### src/rtl/mc_ctrl_pkg.sv
// mc_ctrl_pkg: shared types and constants for the multicycle MIPS control unit.
//   mc_state_t  - FSM state encoding (FETCH = 0, 4 bits)
//   OP_* / FN_* - supported opcodes and R-type funct codes
//   ALU_*       - 3-bit ALU control encodings (zero-extended at the ports)
//   aluop_t     - coarse ALU operation requested by the FSM
package mc_ctrl_pkg;

    typedef enum logic [3:0] {
        S_FETCH  = 4'd0,
        S_DECODE = 4'd1,
        S_MEMADR = 4'd2,
        S_MEMRD  = 4'd3,
        S_MEMWB  = 4'd4,
        S_MEMWR  = 4'd5,
        S_RTEX   = 4'd6,
        S_ALUWB  = 4'd7,
        S_BEQ    = 4'd8,
        S_BNE    = 4'd9,
        S_IMMEX  = 4'd10,
        S_IMMWB  = 4'd11,
        S_JUMP   = 4'd12
    } mc_state_t;

    localparam logic [5:0] OP_RTYPE = 6'b000000;
    localparam logic [5:0] OP_LW    = 6'b100011;
    localparam logic [5:0] OP_SW    = 6'b101011;
    localparam logic [5:0] OP_BEQ   = 6'b000100;
    localparam logic [5:0] OP_BNE   = 6'b000101;
    localparam logic [5:0] OP_ADDI  = 6'b001000;
    localparam logic [5:0] OP_ORI   = 6'b001101;
    localparam logic [5:0] OP_J     = 6'b000010;

    localparam logic [5:0] FN_ADD = 6'b100000;
    localparam logic [5:0] FN_SUB = 6'b100010;
    localparam logic [5:0] FN_AND = 6'b100100;
    localparam logic [5:0] FN_OR  = 6'b100101;
    localparam logic [5:0] FN_SLT = 6'b101010;

    localparam logic [2:0] ALU_AND = 3'b000;
    localparam logic [2:0] ALU_OR  = 3'b001;
    localparam logic [2:0] ALU_ADD = 3'b010;
    localparam logic [2:0] ALU_SUB = 3'b110;
    localparam logic [2:0] ALU_SLT = 3'b111;

    typedef enum logic [1:0] {
        ALUOP_ADD   = 2'd0,
        ALUOP_SUB   = 2'd1,
        ALUOP_FUNCT = 2'd2,
        ALUOP_OR    = 2'd3
    } aluop_t;

    // ORI is the only immediate op that zero-extends and uses OR.
    function automatic aluop_t imm_aluop(input logic [5:0] op);
        return (op == OP_ORI) ? ALUOP_OR : ALUOP_ADD;
    endfunction

endpackage

### src/rtl/mc_ctrl_aludec.sv
// aludec: combinational ALU decoder.
//   aluop         - coarse operation from the control FSM
//   funct         - R-type funct field
//   aluctrl       - ALU control, zero-extended to ALUCTRL_W
//   funct_illegal - funct is not one of the supported R-type functions
//                   (depends on funct only, so the FSM can use it without
//                   creating a path back through aluop)
module aludec
    import mc_ctrl_pkg::*;
#(
    parameter int ALUCTRL_W = 3
) (
    input  aluop_t               aluop,
    input  logic [5:0]           funct,
    output logic [ALUCTRL_W-1:0] aluctrl,
    output logic                 funct_illegal
);

    logic [2:0] fn_ctrl;
    logic [2:0] ctrl;

    // Unknown funct falls back to ADD so the ALU never sees an undefined op.
    always_comb begin
        fn_ctrl       = ALU_ADD;
        funct_illegal = 1'b0;
        case (funct)
            FN_ADD:  fn_ctrl = ALU_ADD;
            FN_SUB:  fn_ctrl = ALU_SUB;
            FN_AND:  fn_ctrl = ALU_AND;
            FN_OR:   fn_ctrl = ALU_OR;
            FN_SLT:  fn_ctrl = ALU_SLT;
            default: funct_illegal = 1'b1;
        endcase
    end

    always_comb begin
        ctrl = ALU_ADD;
        case (aluop)
            ALUOP_ADD:   ctrl = ALU_ADD;
            ALUOP_SUB:   ctrl = ALU_SUB;
            ALUOP_FUNCT: ctrl = fn_ctrl;
            ALUOP_OR:    ctrl = ALU_OR;
            default:     ctrl = ALU_ADD;
        endcase
    end

    assign aluctrl = ALUCTRL_W'(ctrl);

endmodule

### src/rtl/mc_ctrl.sv
// mc_ctrl: multicycle MIPS control unit (Moore FSM plus combinational decode).
//   clk, rst          - clock, synchronous active-high reset
//   op, funct         - instruction register fields
//   zero              - ALU zero flag (drives pcen in BEQ/BNE)
//   mem_rdy           - memory access complete (FETCH/MEMRD/MEMWR only)
//   pcen..pcsrc       - datapath enables and mux selects
//   aluctrl           - ALU operation, ALUCTRL_W wide
//   state_o           - current state for debug
//   illegal           - one-cycle pulse on unsupported opcode or funct
module mc_ctrl
    import mc_ctrl_pkg::*;
#(
    parameter int ALUCTRL_W = 3,
    parameter bit WAIT_EN   = 1'b1
) (
    input  logic                 clk,
    input  logic                 rst,
    input  logic [5:0]           op,
    input  logic [5:0]           funct,
    input  logic                 zero,
    input  logic                 mem_rdy,
    output logic                 pcen,
    output logic                 iord,
    output logic                 irwrite,
    output logic                 memwrt,
    output logic                 regwrt,
    output logic                 regdst,
    output logic                 memtoreg,
    output logic                 alusrca,
    output logic [1:0]           alusrcb,
    output logic                 immzx,
    output logic [1:0]           pcsrc,
    output logic [ALUCTRL_W-1:0] aluctrl,
    output logic [3:0]           state_o,
    output logic                 illegal
);

    mc_state_t              state_q, state_d;
    aluop_t                 aluop;
    logic                   alu_en;
    logic                   rdy;
    logic                   funct_illegal;
    logic [ALUCTRL_W-1:0]   dec_aluctrl;

    assign rdy = WAIT_EN ? mem_rdy : 1'b1;

    aludec #(
        .ALUCTRL_W (ALUCTRL_W)
    ) u_aludec (
        .aluop         (aluop),
        .funct         (funct),
        .aluctrl       (dec_aluctrl),
        .funct_illegal (funct_illegal)
    );

    // States that do not use the ALU present aluctrl = 0.
    assign aluctrl = alu_en ? dec_aluctrl : '0;
    assign state_o = state_q;

    always_ff @(posedge clk) begin
        if (rst) begin
            state_q <= S_FETCH;
        end else begin
            state_q <= state_d;
        end
    end

    always_comb begin
        state_d  = state_q;
        pcen     = 1'b0;
        iord     = 1'b0;
        irwrite  = 1'b0;
        memwrt   = 1'b0;
        regwrt   = 1'b0;
        regdst   = 1'b0;
        memtoreg = 1'b0;
        alusrca  = 1'b0;
        alusrcb  = 2'b00;
        immzx    = 1'b0;
        pcsrc    = 2'b00;
        illegal  = 1'b0;
        aluop    = ALUOP_ADD;
        alu_en   = 1'b0;

        case (state_q)
            S_FETCH: begin
                alusrcb = 2'b01;
                alu_en  = 1'b1;
                if (rdy) begin
                    irwrite = 1'b1;
                    pcen    = 1'b1;
                    state_d = S_DECODE;
                end
            end
            S_DECODE: begin
                // Speculatively compute the branch target into ALUOut.
                alusrcb = 2'b11;
                alu_en  = 1'b1;
                case (op)
                    OP_LW, OP_SW:     state_d = S_MEMADR;
                    OP_RTYPE:         state_d = S_RTEX;
                    OP_BEQ:           state_d = S_BEQ;
                    OP_BNE:           state_d = S_BNE;
                    OP_ADDI, OP_ORI:  state_d = S_IMMEX;
                    OP_J:             state_d = S_JUMP;
                    default: begin
                        illegal = 1'b1;
                        state_d = S_FETCH;
                    end
                endcase
            end
            S_MEMADR: begin
                alusrca = 1'b1;
                alusrcb = 2'b10;
                alu_en  = 1'b1;
                state_d = (op == OP_SW) ? S_MEMWR : S_MEMRD;
            end
            S_MEMRD: begin
                iord = 1'b1;
                if (rdy) state_d = S_MEMWB;
            end
            S_MEMWR: begin
                iord   = 1'b1;
                memwrt = 1'b1;
                if (rdy) state_d = S_FETCH;
            end
            S_MEMWB: begin
                regwrt   = 1'b1;
                memtoreg = 1'b1;
                state_d  = S_FETCH;
            end
            S_RTEX: begin
                alusrca = 1'b1;
                aluop   = ALUOP_FUNCT;
                alu_en  = 1'b1;
                if (funct_illegal) begin
                    illegal = 1'b1;
                    state_d = S_FETCH;
                end else begin
                    state_d = S_ALUWB;
                end
            end
            S_ALUWB: begin
                regwrt  = 1'b1;
                regdst  = 1'b1;
                state_d = S_FETCH;
            end
            S_BEQ, S_BNE: begin
                alusrca = 1'b1;
                aluop   = ALUOP_SUB;
                alu_en  = 1'b1;
                pcsrc   = 2'b01;
                pcen    = (state_q == S_BEQ) ? zero : ~zero;
                state_d = S_FETCH;
            end
            S_IMMEX: begin
                alusrca = 1'b1;
                alusrcb = 2'b10;
                aluop   = imm_aluop(op);
                alu_en  = 1'b1;
                immzx   = (op == OP_ORI);
                state_d = S_IMMWB;
            end
            S_IMMWB: begin
                // ALU op held so ALUOut sees a stable result through writeback.
                regwrt  = 1'b1;
                aluop   = imm_aluop(op);
                alu_en  = 1'b1;
                state_d = S_FETCH;
            end
            S_JUMP: begin
                pcsrc   = 2'b10;
                pcen    = 1'b1;
                state_d = S_FETCH;
            end
            default: state_d = S_FETCH;
        endcase

        // Reset suppresses every architectural side effect in its cycle.
        if (rst) begin
            pcen    = 1'b0;
            irwrite = 1'b0;
            memwrt  = 1'b0;
            regwrt  = 1'b0;
            illegal = 1'b0;
        end
    end

endmodule

### config.mk
export PLATFORM = sky130hd
export DESIGN_NAME = mc_ctrl
export DESIGN_NICKNAME = d
export VERILOG_FILES = /design/src/rtl/mc_ctrl_pkg.sv /design/src/rtl/mc_ctrl_aludec.sv /design/src/rtl/mc_ctrl.sv
export SDC_FILE = /design/constraint.sdc
export NUM_CORES = 1
export LEC_CHECK = 0
export CAP_MARGIN = 20
export CORE_MARGIN = 1
export CORE_UTILIZATION = 37
export DETAILED_ROUTE_END_ITERATION = 6
export PLACE_DENSITY = 0.76
export SLEW_MARGIN = 20
export SYNTH_ARGS = -nofsm -noshare
export SYNTH_HDL_FRONTEND = slang
export SYNTH_HIERARCHICAL = 1
export SYNTH_SLANG_ARGS = --single-unit
export TNS_END_PERCENT = 100
### constraint.sdc
create_clock -name clk -period 2.48 [get_ports clk]
set_input_delay 0.62 -clock clk [delete_from_list [all_inputs] [get_ports clk]]
set_output_delay 0.62 -clock clk [all_outputs]
set_load 0.02 [all_outputs]
==> results of run 1 <==
[cell families (layout without fill, tap and decap cells)]
family                 after synthesis  after routing  share of synthesized area [%]
AND/OR/NAND/NOR                     63             63                           47.6
buffers and inverters               13             72                           7.12
AO/OA/AOI/OAI                       34             34                           30.4
flip-flops                           4              4                           10.1
multiplexers                         2              2                           2.53
XOR/XNOR                             2              2                           2.22
[how the worst min path moves through the flow]
stage                     depth (start not counted)  slack, ps         end       start
after global routing                              2        790  state_o[3]  state_o[2]
final                                             2        750  state_o[1]  state_o[1]
after CTS                                         3        750  state_o[0]  state_o[0]
after global placement                            3        730  state_o[0]  state_o[0]
after floorplan                                   1        700  state_o[3]         rst
after detailed placement                          3        740  state_o[0]  state_o[0]
[cells in the final DEF (no fill, tap or decap), types with 2 or more instances in the layout]
| cell | instances |
|---|---|
| a211oi_1 | 2 |
| a21oi_1 | 8 |
| a22o_1 | 3 |
| a31oi_1 | 2 |
| a32oi_1 | 3 |
| and2_4 | 2 |
| and3_1 | 2 |
| buf_4 | 29 |
| buf_6 | 5 |
| clkbuf_4 | 3 |
| clkdlybuf4s15_1 | 3 |
| clkdlybuf4s50_1 | 12 |
| dfxtp_1 | 4 |
| dlygate4sd2_1 | 8 |
| dlymetal6s2s_1 | 5 |
| inv_1 | 4 |
| mux2i_1 | 2 |
| nand2_1 | 5 |
| nand2b_1 | 7 |
| nand4_1 | 3 |
| nand4b_1 | 3 |
| nor2_1 | 11 |
| nor2b_1 | 6 |
| nor3_1 | 6 |
| nor3b_1 | 2 |
| o21ai_0 | 3 |
[layout make-up]
| class | count | area share [%] |
|---|---|---|
| Timing Repair Buffer | 65 | 40.0 |
| Inverter | 4 | 1.03 |
| Clock buffer | 3 | 1.54 |
| Tap cell | 27 | 2.31 |
| Multi-Input combinational cell | 101 | 49.7 |
| Sequential cell | 4 | 5.47 |
[routing by layer]
metal / vias to the layer above / GRT usage [%] / share of wire, %
met5: - / 0 / 0
met4: 0 / 8.89 / 0.34
met3: 2 / 1.85 / 4.0
met2: 37 / 46.4 / 53
met1: 551 / 35.9 / 43
li1: 565 / - / -
[metrics by stage]
step                instances  total power [µW]  util [%]
global placement          199               221      68.6
floorplan                 118               138         -
finish                    204               311      73.9
global route              204               331      73.9
detailed placement        199               225      68.6
CTS                       204               305      71.1
[critical path, delay by kind of cell]
| family | cells | cell delay (ps) |
|---|---|---|
| AND/OR/NAND/NOR | 5 | 740 |
| buffers and inverters | 2 | 330 |
| AO/OA/AOI/OAI | 2 | 270 |
[power groups by stage]
stage,Sequential [µW],Clock (µW),Combinational (µW)
3_3_place_gp,69.6,0,151
5_1_grt,68.7,89.2,173
4_1_cts,68.6,83.0,153
3_5_place_dp,69.6,0,155
6_report,68.7,82.2,160
2_1_floorplan,72.0,0,66.3
[repair_timing]
item / 4_1_cts / 5_1_grt
buffers inserted: 2 / 0
setup endpoints to repair: 11 / 11
cloned: 0 / 0
pin swaps: 8 / 5
gates resized for setup: 59 / 18
==> impl_metrics.csv, run 1 <==
group,metric,value,unit
timing,slew_viol_final,0,
detailed_routing,postRouteAntennaNets,0,
logic_synthesis,async_reset_ff_share,0,%
cts,path_clk_slew,40,ps
logic_synthesis,synthCells,118,
critical_path,r2r_cells,5,
critical_path,end_kind,"output port",
floorplanning,initial_core_util,39.9,%
global_routing,grt_max_degree,25,
floorplanning,pin_count,37,
cts,numClockSinks,4,
timing,hold-worst-slack,749,ps
cts,clk_latency,240,ps
critical_path,crit_end,"aluctrl[2]",
timing,post-route-period-util,104,%
cells_and_area,regArea,80.1,µm²
detailed_routing,avgRoutedWirePerCell,14.6,µm
outcome,outcome,"finished with violations",
logic_synthesis,yosysWarnings,6,
pwr,vdd_drop_max,0.147,mV
critical_path,r2r_start,"state_o[2]",
critical_path,path_class,"input pin to output port",
global_routing,track_usage,27.1,%
global_routing,antenna_found_initial,0,
cts,clockRootBuffer,"clkbuf_4",
floorplanning,row_count,16,
detailed_routing,viasPerCell,5.66,
cells_and_area,diodes,0,
critical_path,arrival,1950,ps
floorplanning,die_w,48.2,µm
critical_path,cp_max_fo,3,
logic_synthesis,synth-main-ff-cell,"dfxtp_1",
critical_path,critPathSlowestCell,"and3b_2",
place,dp_hpwl,2.24,mm
cts,clk_path_buf_depth,2,
timing,rsz0062_at_grt,"yes",
pwr,seqPwrFrac,22.1,%
floorplanning,dieArea,2330,µm²
place,portBuffers,36,
cells_and_area,fin_area,1460,µm²
logic_synthesis,syn_avg_cell_area,6.70,µm²
cts,htree_num_levels,1,
logic_synthesis,yosys.area.top_type_share,10.1,%
logic_synthesis,synth_area_leaders,"dfxtp_1, nor2_1, nand2b_1",
outcome,violations,"setup timing",
pwr,cellPowerDensity,213,nW/µm²
floorplanning,chipHeight,48.2,µm
cells_and_area,multi_input_area,727,µm²
pwr,swShare,34.5,%
timing,tightest_slew,270,ps
critical_path,r2r_slack,860,ps
critical_path,crit_chain,"clkdlybuf4s15_1 > nor2b_4 > nand4_1 > a21boi_2 > and3b_2 > nand3_2 > o21ai_1 > and2_4 > buf_6",
cells_and_area,nNetsFinal,195,
detailed_routing,dr_total_vias,1155,
timing,finalSetupViolations,3,
cts,cts_tree,"done",
pwr,p_leak,0.000712,µW
cts,cts_buffers,3,
cts,hold_buffers,0,
timing,setup_ws,-89.7,ps
critical_path,critPathMaxStageDelay,230,ps
place,place_ws,-975,ps
timing,relSlewSlack,81.5,%
place,gp_congestion,0.802,
cells_and_area,num-fill-cells,161,
cells_and_area,areaGrowthSynthToFinish,85.1,%
logic_synthesis,ys_seq_area_share,10.1,%
detailed_routing,wl,2.99,mm
global_routing,grt_overflow,0,
cells_and_area,largest_register_ffs,4,
critical_path,rr_endpoint,"state_o[2]",
critical_path,cp-start-kind,"input pin",
timing,fin_worst_skew,2.34,ps
critical_path,cp.required,1860,ps
logic_synthesis,synth_edf_count,0,
logic_synthesis,synth_area,791,µm²
detailed_routing,drtIter0Drc,24,
global_routing,first_global_vias,1048,
logic_synthesis,synth_top_area_cell,"dfxtp_1",
timing,hold_violations,0,
logic_synthesis,yosysUniqueCellTypes,45,
pwr,p_int,204,µW
logic_synthesis,ys_ff_latch,4,
logic_synthesis,synth_top_cells_by_count,"nor2_1, a21oi_1, nand2b_1, nor2b_1, nor3_1",
timing,post-route-min-period,2570,ps
timing,clock.fmax,0.389,GHz
floorplanning,coreArea,1980,µm²
pwr,switching_power,108,µW
detailed_routing,drc_errors,0,
critical_path,startpoint,"op[1]",
detailed_routing,dr.pass1.iters,4,
global_routing,grt_pass1_wl,4.47,mm
pwr,p_comb_share,51.5,%
run,max_cap_viol_count,0,
timing,tns,-192,ps
place,dpl_cell_area,1360,µm²
min_path,hold_class,"flip-flop to flip-flop",
cells_and_area,drive_gt1_share,30.5,%
logic_synthesis,synth.most_common_cell,"nor2_1",
pwr,clock_power_share,26.4,%
logic_synthesis,syn-num-nets,134,
Power figures use the tool's default switching activity.
==> run 2: changes to the inputs <==
SETUP_SLACK_MARGIN = 0.15   (was unset)
==> run 2 against run 1 <==
Compared with the run above: the flow still finishes with violations (setup timing); first-iteration DRC count shrank 33%; cell count up 0.49%; sequential power is 2% higher; flip-flop and latch count unchanged; sequential share of layout area is 0.11 points higher; via count about the same; fmax decreased by 2.4%; clock-buffer cell count stayed put.
==> impl_metrics.csv, run 2 (same netlist as run 1, synthesis figures left out) <==
group,metric,value,unit
outcome,outcome,"finished with violations",
outcome,violations,"setup timing",
cells_and_area,final_cells,205,
pwr,vdd_drop_max,0.181,mV
critical_path,cp_max_fo,3,
floorplanning,row_count,16,
cells_and_area,final_util,73.5,%
critical_path,end_kind,"output port",
global_routing,grt_overflow,0,
timing,tightest_slew,339,ps
timing,slew_viol_final,0,
global_routing,first_global_vias,987,
detailed_routing,dr.pass1.iters,4,
floorplanning,chipHeight,48.2,µm
floorplanning,pin_count,37,
critical_path,path_class,"input pin to output port",
place,dpl_cell_area,1370,µm²
detailed_routing,avgRoutedWirePerCell,14.6,µm
place,dp_hpwl,2.15,mm
timing,clock.fmax,0.380,GHz
pwr,seqPwrFrac,22.1,%
cts,numClockSinks,4,
place,portBuffers,36,
detailed_routing,wl_met3,142,µm
cells_and_area,fin_area,1460,µm²
timing,relSlewSlack,77.2,%
global_routing,grt_pass1_wl,4.26,mm
pwr,clock_power_share,26.9,%
pwr,switching_power,111,µW
run,max_cap_viol_count,0,
floorplanning,coreArea,1980,µm²
min_path,hold_path.startpoint,"state_o[1]",
place,place_ws,-956,ps
detailed_routing,wl,3.00,mm
floorplanning,dieArea,2330,µm²
pwr,swShare,35.0,%
cells_and_area,areaGrowthSynthToFinish,84.2,%
min_path,hold_depth,2,
critical_path,arrival,2010,ps
pwr,cellPowerDensity,217,nW/µm²
place,dp.cells,198,
cells_and_area,drive_gt1_share,38.2,%
cts,path_clk_slew,40,ps
timing,finalSetupViolations,3,
detailed_routing,drc_errors,0,
floorplanning,die_w,48.2,µm
detailed_routing,met2_length,1.50,mm
critical_path,r2r_cells,5,
detailed_routing,dr_total_vias,1156,
global_routing,grt_max_degree,25,
cells_and_area,layout_common_cells,"buf_4, clkdlybuf4s50_1, nor2_1",
critical_path,r2r_slack,770,ps
timing,setup_ws,-154,ps
cts,hold_buffers,0,
cells_and_area,largest_register_ffs,4,
cts,cts_tree,"done",
cts,clk_latency,240,ps
place,gp_congestion,0.843,
cells_and_area,nNetsFinal,196,
timing,fin_worst_skew,3.58,ps
min_path,hold_class,"flip-flop to flip-flop",
critical_path,r2r_start,"state_o[2]",
pwr,p_comb_share,51.0,%
cts,clockRootBuffer,"clkbuf_4",
cts,clk_path_buf_depth,2,
critical_path,cp.required,1860,ps
detailed_routing,wl_met1,1.31,mm
timing,rsz0062_at_grt,"yes",
cts,cts_buffers,3,
timing,post-route-min-period,2630,ps
global_routing,track_usage,26.4,%
detailed_routing,postRouteAntennaNets,0,
detailed_routing,viasPerCell,5.64,
timing,hold_violations,0,
timing,post-route-period-util,106,%
critical_path,rr_endpoint,"state_o[2]",
pwr,p_leak,0.000654,µW
critical_path,cp-start-kind,"input pin",
floorplanning,initial_core_util,39.9,%
cells_and_area,diodes,0,
min_path,whs_endpoint,"state_o[1]",
detailed_routing,drtIter0Drc,16,
cells_and_area,final_common_cell,"buf_4",
detailed_routing,top_layer,"met4",
cts,htree_num_levels,1,
pwr,p_int,206,µW
global_routing,antenna_found_initial,0,
==> run 2: cell count changes in the layout (fill, tap and decap cells not counted), moves of 2 or more <==
cell             previous run  this run
clkdlybuf4s15_2             0         2
buf_2                       1         3
clkdlybuf4s15_1             3         0
dlymetal6s2s_1              5         1
clkbuf_2                    0         4
==> run 2: cell type report <==
cell class	instances	area, µm²
fill	155	526
sequential	4	81.3
timing repair buffer	66	567
clock buffer	3	22.5
multi-input combinational	101	737
inverter	4	15.0
tap	27	33.8
==> run 2: repair_timing <==
action                                 4_1_cts  5_1_grt
pin swaps                                    8        5
setup endpoints to repair                   14       10
buffers inserted                             4        0
endpoints found under the hold margin        0        0
gates resized for setup                     72       17
==> run 2: critical path, cell delays in order <==
cell	delay (ps)
buf_6	100
nor4b_4	250
nand4_1	200
a21boi_2	200
and3b_2	230
nand3_2	90
o21ai_2	70
and2_4	150
buf_6	110
==> run 2: how the worst max path moves through the flow <==
stage | from | end | slack, ps | cells past startpoint
floorplan | op[5] | aluctrl[2] | 20 | 8
global placement | op[4] | aluctrl[2] | -900 | 9
detailed placement | op[4] | aluctrl[2] | -960 | 9
CTS | op[4] | aluctrl[2] | -120 | 9
global route | op[4] | aluctrl[2] | -240 | 9
finish | op[4] | aluctrl[2] | -150 | 9
==> run 2: stage by stage <==
step | TNS [ps] | total power, µW | hold WS, ps
global route | -636 | 336 | 755
finish | -358 | 316 | 727
CTS | -226 | 310 | 729
detailed placement | -4310 | 225 | 724
global placement | -4070 | 222 | 729
floorplan | 0 | 139 | 697
==> run 2: layer usage <==
layer	vias up	GRT usage, %
met5	-	0
met4	0	13.3
met3	4	4.44
met2	36	41.9
met1	545	34.1
li1	571	-
==> run 2: power by group through the flow <==
stage               Clock [µW]  Combinational, µW  Sequential, µW
floorplan                    0               66.5            72.0
global placement             0                151            70.7
detailed placement           0                154            70.6
CTS                       85.7                155            69.9
global route              93.1                173            70.2
finish                    85.0                161            70.0
==> run 3: changes to the inputs <==
ABC_CLOCK_PERIOD_IN_PS = 2480   (was unset)
==> results of run 3 <==
Same layout as run 2: the final DEF is identical, and so are final timing and power.
